File: src/rtl/axi_lite_pmu_counters.sv
// AXI-Lite PMU counter bank: per-event counters with enable, sticky overflow and
// masked level interrupt, accessed through a single-outstanding AXI-Lite slave.
module axi_lite_pmu_counters #(
    parameter int unsigned NumCounters  = 8,
    parameter int unsigned CntWidth     = 32,
    parameter int unsigned AxiAddrWidth = 32,
    parameter int unsigned AxiDataWidth = 32
) (
    input  logic                      clk_i,
    input  logic                      rst_i,
    input  logic [AxiAddrWidth-1:0]   slv_aw_addr_i,
    input  logic                      slv_aw_valid_i,
    output logic                      slv_aw_ready_o,
    input  logic [AxiDataWidth-1:0]   slv_w_data_i,
    input  logic [AxiDataWidth/8-1:0] slv_w_strb_i,
    input  logic                      slv_w_valid_i,
    output logic                      slv_w_ready_o,
    output logic [1:0]                slv_b_resp_o,
    output logic                      slv_b_valid_o,
    input  logic                      slv_b_ready_i,
    input  logic [AxiAddrWidth-1:0]   slv_ar_addr_i,
    input  logic                      slv_ar_valid_i,
    output logic                      slv_ar_ready_o,
    output logic [AxiDataWidth-1:0]   slv_r_data_o,
    output logic [1:0]                slv_r_resp_o,
    output logic                      slv_r_valid_o,
    input  logic                      slv_r_ready_i,
    input  logic [AxiAddrWidth-1:0]   base_addr_i,
    input  logic [NumCounters-1:0]    event_i,
    output logic                      irq_o
);

    localparam int unsigned CntBase    = 64;  // word index of COUNTER[0] (byte offset 0x100)
    localparam logic [1:0]  RespOkay   = 2'b00;
    localparam logic [1:0]  RespSlvErr = 2'b10;

    logic                    r_enable;
    logic [NumCounters-1:0]  r_ovf;
    logic [NumCounters-1:0]  r_irq_en;
    logic [NumCounters-1:0]  r_cnt_en;
    logic [CntWidth-1:0]     r_cnt [NumCounters];
    logic                    r_irq;
    logic                    r_b_valid;
    logic [1:0]              r_b_resp;
    logic                    r_r_valid;
    logic [AxiDataWidth-1:0] r_r_data;
    logic [1:0]              r_r_resp;

    logic                    w_enable_d;
    logic [NumCounters-1:0]  w_ovf_d;
    logic [NumCounters-1:0]  w_irq_en_d;
    logic [NumCounters-1:0]  w_cnt_en_d;
    logic [CntWidth-1:0]     w_cnt_d [NumCounters];

    logic [AxiAddrWidth-1:0] w_aw_word;
    logic [AxiAddrWidth-1:0] w_ar_word;
    logic                    w_wr_accept;
    logic                    w_rd_accept;
    logic [AxiDataWidth-1:0] w_wmask;
    logic                    w_wr_ctrl;
    logic                    w_wr_ovf;
    logic                    w_wr_irq_en;
    logic                    w_wr_cnt_en;
    logic [NumCounters-1:0]  w_wr_cnt;
    logic                    w_wr_hit;
    logic                    w_clear_all;
    logic [NumCounters-1:0]  w_inc;
    logic [AxiDataWidth-1:0] w_rdata;
    logic                    w_rd_hit;

    function automatic logic [AxiDataWidth-1:0] merge_strb(
        input logic [AxiDataWidth-1:0] old_val,
        input logic [AxiDataWidth-1:0] new_val,
        input logic [AxiDataWidth-1:0] mask
    );
        return (old_val & ~mask) | (new_val & mask);
    endfunction

    // Offsets wrap modulo 2^AxiAddrWidth, so addresses below the base decode as errors.
    assign w_aw_word = (slv_aw_addr_i - base_addr_i) >> 2;
    assign w_ar_word = (slv_ar_addr_i - base_addr_i) >> 2;

    assign w_wr_accept    = slv_aw_valid_i & slv_w_valid_i & ~r_b_valid & ~rst_i;
    assign w_rd_accept    = slv_ar_valid_i & ~r_r_valid & ~rst_i;
    assign slv_aw_ready_o = w_wr_accept;
    assign slv_w_ready_o  = w_wr_accept;
    assign slv_ar_ready_o = ~r_r_valid & ~rst_i;

    assign w_inc = {NumCounters{r_enable}} & r_cnt_en & event_i;

    always_comb begin
        w_wmask = '0;
        for (int b = 0; b < AxiDataWidth / 8; b++) begin
            w_wmask[8*b +: 8] = {8{slv_w_strb_i[b]}};
        end
    end

    always_comb begin
        w_wr_ctrl   = w_wr_accept && (w_aw_word == AxiAddrWidth'(0));
        w_wr_ovf    = w_wr_accept && (w_aw_word == AxiAddrWidth'(1));
        w_wr_irq_en = w_wr_accept && (w_aw_word == AxiAddrWidth'(2));
        w_wr_cnt_en = w_wr_accept && (w_aw_word == AxiAddrWidth'(3));
        w_wr_cnt    = '0;
        for (int i = 0; i < NumCounters; i++) begin
            w_wr_cnt[i] = w_wr_accept && (w_aw_word == AxiAddrWidth'(CntBase + i));
        end
        w_wr_hit = w_wr_ctrl | w_wr_ovf | w_wr_irq_en | w_wr_cnt_en | (|w_wr_cnt);
    end

    always_comb begin
        w_rdata  = '0;
        w_rd_hit = 1'b1;
        if (w_ar_word == AxiAddrWidth'(0)) begin
            w_rdata = AxiDataWidth'(r_enable);
        end else if (w_ar_word == AxiAddrWidth'(1)) begin
            w_rdata = AxiDataWidth'(r_ovf);
        end else if (w_ar_word == AxiAddrWidth'(2)) begin
            w_rdata = AxiDataWidth'(r_irq_en);
        end else if (w_ar_word == AxiAddrWidth'(3)) begin
            w_rdata = AxiDataWidth'(r_cnt_en);
        end else begin
            w_rd_hit = 1'b0;
            for (int i = 0; i < NumCounters; i++) begin
                if (w_ar_word == AxiAddrWidth'(CntBase + i)) begin
                    w_rd_hit = 1'b1;
                    w_rdata  = AxiDataWidth'(r_cnt[i]);
                end
            end
        end
    end

    always_comb begin
        w_clear_all = w_wr_ctrl & slv_w_strb_i[0] & slv_w_data_i[1];
        w_enable_d  = (w_wr_ctrl & slv_w_strb_i[0]) ? slv_w_data_i[0] : r_enable;
        w_irq_en_d  = w_wr_irq_en ?
            NumCounters'(merge_strb(AxiDataWidth'(r_irq_en), slv_w_data_i, w_wmask)) : r_irq_en;
        w_cnt_en_d  = w_wr_cnt_en ?
            NumCounters'(merge_strb(AxiDataWidth'(r_cnt_en), slv_w_data_i, w_wmask)) : r_cnt_en;
        w_ovf_d     = r_ovf;
        if (w_wr_ovf) begin
            w_ovf_d = r_ovf & ~NumCounters'(slv_w_data_i & w_wmask);
        end
        // Hardware overflow set is applied after W1C so it wins on the same bit.
        for (int i = 0; i < NumCounters; i++) begin
            w_cnt_d[i] = r_cnt[i];
            if (w_clear_all) begin
                w_cnt_d[i] = '0;
            end else if (w_wr_cnt[i]) begin
                w_cnt_d[i] = CntWidth'(merge_strb(AxiDataWidth'(r_cnt[i]), slv_w_data_i,
                                                  w_wmask));
            end else if (w_inc[i]) begin
                w_cnt_d[i] = r_cnt[i] + CntWidth'(1);
                if (&r_cnt[i]) begin
                    w_ovf_d[i] = 1'b1;
                end
            end
        end
        if (w_clear_all) begin
            w_ovf_d = '0;
        end
    end

    always_ff @(posedge clk_i) begin
        if (rst_i) begin
            r_enable <= 1'b0;
            r_ovf    <= '0;
            r_irq_en <= '0;
            r_cnt_en <= '0;
            r_irq    <= 1'b0;
            for (int i = 0; i < NumCounters; i++) begin
                r_cnt[i] <= '0;
            end
        end else begin
            r_enable <= w_enable_d;
            r_ovf    <= w_ovf_d;
            r_irq_en <= w_irq_en_d;
            r_cnt_en <= w_cnt_en_d;
            r_irq    <= |(r_ovf & r_irq_en);
            for (int i = 0; i < NumCounters; i++) begin
                r_cnt[i] <= w_cnt_d[i];
            end
        end
    end

    always_ff @(posedge clk_i) begin
        if (rst_i) begin
            r_b_valid <= 1'b0;
            r_b_resp  <= RespOkay;
            r_r_valid <= 1'b0;
            r_r_data  <= '0;
            r_r_resp  <= RespOkay;
        end else begin
            if (w_wr_accept) begin
                r_b_valid <= 1'b1;
                r_b_resp  <= w_wr_hit ? RespOkay : RespSlvErr;
            end else if (slv_b_ready_i) begin
                r_b_valid <= 1'b0;
            end
            // Sampled before this edge's register update: same-cycle writes are not visible.
            if (w_rd_accept) begin
                r_r_valid <= 1'b1;
                r_r_data  <= w_rdata;
                r_r_resp  <= w_rd_hit ? RespOkay : RespSlvErr;
            end else if (slv_r_ready_i) begin
                r_r_valid <= 1'b0;
            end
        end
    end

    assign slv_b_valid_o = r_b_valid;
    assign slv_b_resp_o  = r_b_resp;
    assign slv_r_valid_o = r_r_valid;
    assign slv_r_data_o  = r_r_data;
    assign slv_r_resp_o  = r_r_resp;
    assign irq_o         = r_irq;

endmodule

File: config.mk
export PLATFORM = sky130hd
export DESIGN_NAME = axi_lite_pmu_counters
export DESIGN_NICKNAME = d
export VERILOG_FILES = /design/src/rtl/axi_lite_pmu_counters.sv
export SDC_FILE = /design/constraint.sdc
export NUM_CORES = 2
export LEC_CHECK = 0
export CORE_MARGIN = 5
export CORE_UTILIZATION = 35
export CTS_CLUSTER_SIZE = 28
export DETAILED_ROUTE_END_ITERATION = 8
export HOLD_SLACK_MARGIN = 0.02
export SYNTH_ARGS = -nofsm -noshare
export SYNTH_HDL_FRONTEND = slang
export SYNTH_SLANG_ARGS = --single-unit
File: constraint.sdc
create_clock -name clk_i -period 5.5 [get_ports clk_i]
set_input_delay 1.1 -clock clk_i [delete_from_list [all_inputs] [get_ports clk_i]]
set_output_delay 1.1 -clock clk_i [all_outputs]
set_load 0.01 [all_outputs]
==> impl_metrics.yaml <==
outcome:
  run_status: "completed"
synth:
  yosys.area.top_type_share: 0.269
  synth_top_family_by_area: "simple AND/OR/NAND/NOR gates"
  synth.ff_latch_count: 318
  synth_mux_area_frac: 0.0439
  synth.cell_area_um2: 23700
  yosys.area_share.xor_xnor: 0.00961
  synth-adder-area-share: 0.0359
  synth_flop_cell: "dfxtp_1"
  seq_area_frac_synth: 0.269
  syn_area_per_cell_um2: 7.20
  ys.warnings.count: 0
  synth_area_leader_cell: "dfxtp_1"
  async_flop_share: 0
  synth.distinct_cells: 90
  synth-compound-area-share: 0.271
  yosys.area_share.simple: 0.319
  synthCells: 3293
  synthTopCellsByArea: "dfxtp_1 (27%), a21oi_1 (7.1%), nand2_1 (5.7%)"
  synth_edf_count: 0
clock_tree:
  numCtsBuffers: 41
  cts_setup_buffers: 0
  cts_tree: "built"
  insertion_delay_ns: 0.58
  cts_buffer_depth: 3
  cts.sinks: 318
  cts_hold_buf: 0
  root_buffer: "clkbuf_16"
  clkTransAtPathRegs_ns: 0.06
  post_cts_resized: 0
  h-tree-depth: 2
timing:
  finClkSkew_ns: 0.0274
  setup_viol: 0
  final.period_utilization: 0.933
  fmax_mhz: 195
  rsz0062_at_grt: "no"
  slew_violations: 0
  period_minus_slack_ns: 5.13
  hold_viol: 0
  tightest_slew_ns: 1.08
  fin_ws_ns: 0.367
  relSlewSlack: 0.279
  holdWs_ns: 0.432
setup_path:
  worst_r2r_endpoint: "r_ovf[7]$_SDFF_PP0_"
  r2r_setup_slack_ns: 2.21
  required_ns: 5.99
  endpoint_kind: "register"
  worstSetupPathType: "in -> reg"
  cp_max_fo: 25
  startpoint_type: "primary input"
  reg2reg_depth: 9
  critPathArrivalTime_ns: 5.62
die:
  rows: 95
  die_height_um: 270
  boundaryPins: 189
  die_width_um: 270
  start_util: 0.353
  core_um2: 67200
  die_area_um2: 73000
place:
  io_buffers: 186
  dp_slack_ns: -0.135
  hpwl_mm: 82.8
  placed_area_um2: 28800
  routabilityCongestion: 1.00
routing:
  drc: 0
  post_drt_via_cell_ratio: 6.16
  wl_mm: 107
  wl_per_cell_um: 23.4
  drt.antenna.violating_nets: 0
  drtIter0Drc: 3925
  vias: 28100
  dr.pass1.iters: 6
global_routing:
  grt_usage: 0.275
  grt_pass1_wl_mm: 159
  grt_max_degree: 49
  grt_overflow_total: 0
  antenna_found_initial: 3
  first_global_vias: 25600
cells_and_area:
  drive_gt1_frac: 0.131
  stdcell_area_um2: 30200
  final_util: 0.449
  syn2layout_area_growth_pct: 27.2
  final_common_cell: "nand2_1"
  diodes: 0
  final_cell_mix: "nand2_1 (357), a21oi_1 (336), dfxtp_1 (318)"
  fin_nets: 3874
hold_path:
  hold_path_depth: 2
  holdCritStartpoint: "slv_r_data_o[14]$_SDFFE_PP0P_"
  holdPathEnd: "slv_r_data_o[14]$_SDFFE_PP0P_"
  min-delay-path-class: "reg -> reg"
power:
  peakVddDrop_v: 0.000179
  p_leak_nw: 10.9
  p_per_area_nw_per_um2: 213
job:
  maxCapViolCount: 0
==> cells in the mapped netlist (14+ instances only) <==
| library cell | count |
|---|---|
| o21ai_0 | 266 |
| mux4_2 | 31 |
| nor3_1 | 182 |
| inv_1 | 83 |
| clkbuf_1 | 104 |
| nand4_1 | 54 |
| nand2_1 | 357 |
| dfxtp_1 | 318 |
| and3_1 | 106 |
| nor2b_1 | 15 |
| and2_1 | 91 |
| nand3b_1 | 18 |
| o211ai_1 | 22 |
| nand3_1 | 167 |
| a222oi_1 | 16 |
| xnor2_1 | 14 |
| nor2_1 | 313 |
| a21oi_1 | 336 |
| a2111oi_0 | 15 |
| and4_1 | 15 |
| a31oi_1 | 68 |
| a211oi_1 | 68 |
| o21a_1 | 20 |
| buf_4 | 14 |
| nand2b_1 | 26 |
| a22oi_1 | 41 |
| o2111ai_1 | 15 |
| mux2i_1 | 32 |
| nor4_1 | 38 |
| buf_2 | 70 |
| a21o_1 | 17 |
| or3_1 | 32 |
| ha_1 | 68 |
| nor3b_1 | 35 |
==> worst max-delay path: stages <==
cell and delay, ns:
clkdlybuf4s50_1 0.45, inv_1 0.05, buf_4 0.13, ha_1 0.32, buf_4 0.19, nand3_1 0.14, a21oi_1 0.06, nor3_1 0.39
o221ai_1 0.16, or4_1 0.43, a2111oi_0 0.45, nand4_1 0.16, nor4_1 0.34, buf_4 0.17, and2_1 0.24, and2_1 0.23
buf_12 0.19, a22oi_1 0.19, o21ai_0 0.20
==> cells by family (layout without fill, tap and decap cells) <==
kind of cell | Yosys count | count (layout)
AO/OA/AOI/OAI | 1029 | 1029
AND/OR/NAND/NOR | 1499 | 1499
flip-flops | 318 | 318
other | 1 | 2
multiplexers | 65 | 65
adder cells (fa/ha/maj) | 68 | 68
XOR/XNOR | 26 | 26
buffers and inverters | 287 | 683
==> where the power goes <==
| group | internal [mW] | switching [mW] | leakage [nW] |
|---|---|---|---|
| sequential | 2.31 | 0.00167 | 2.56 |
| clock | 1.58 | 1.13 | 0.637 |
| combinational | 0.541 | 0.860 | 7.73 |
==> area by class of cell <==
class	instances	area, um^2
tap	873	1090
fill	6820	37000
multi-input combinational	2689	16200
sequential	318	6370
clock buffer	70	1290
clock inverter	4	28.8
timing repair buffer	525	4880
inverter	84	315
==> worst max path at each step <==
stage / from / to / slack [ns] / cells after the start
after floorplan: base_addr_i[2] / register / 0.54 / 18
after global placement: base_addr_i[10] / slv_r_data_o[9]$_SDFFE_PP0P_ / -0.09 / 18
after detailed placement: base_addr_i[11] / register / -0.13 / 19
after CTS: base_addr_i[11] / register / 0.44 / 19
after global routing: base_addr_i[11] / register / 0.06 / 18
final: base_addr_i[11] / slv_r_data_o[12]$_SDFFE_PP0P_ / 0.37 / 19
==> metrics by stage <==
stage	std cells	setup TNS, ns	total power, mW
CTS	4563	0	6.41
global placement	4489	-0.892	3.72
finish	4563	0	6.42
floorplan	3294	0	3.07
global route	4563	0	6.61
detailed placement	4489	-7.96	3.72
==> per-layer routing <==
metal  GRT usage  wire, um  vias to the layer above
li1            -         -                    13100
met1       0.390     45600                    13400
met2       0.429     47000                     1496
met3      0.0525     11200                      192
met4      0.0753      3100                        0
met5           0         0                        -
Power figures use the tool's default switching activity.
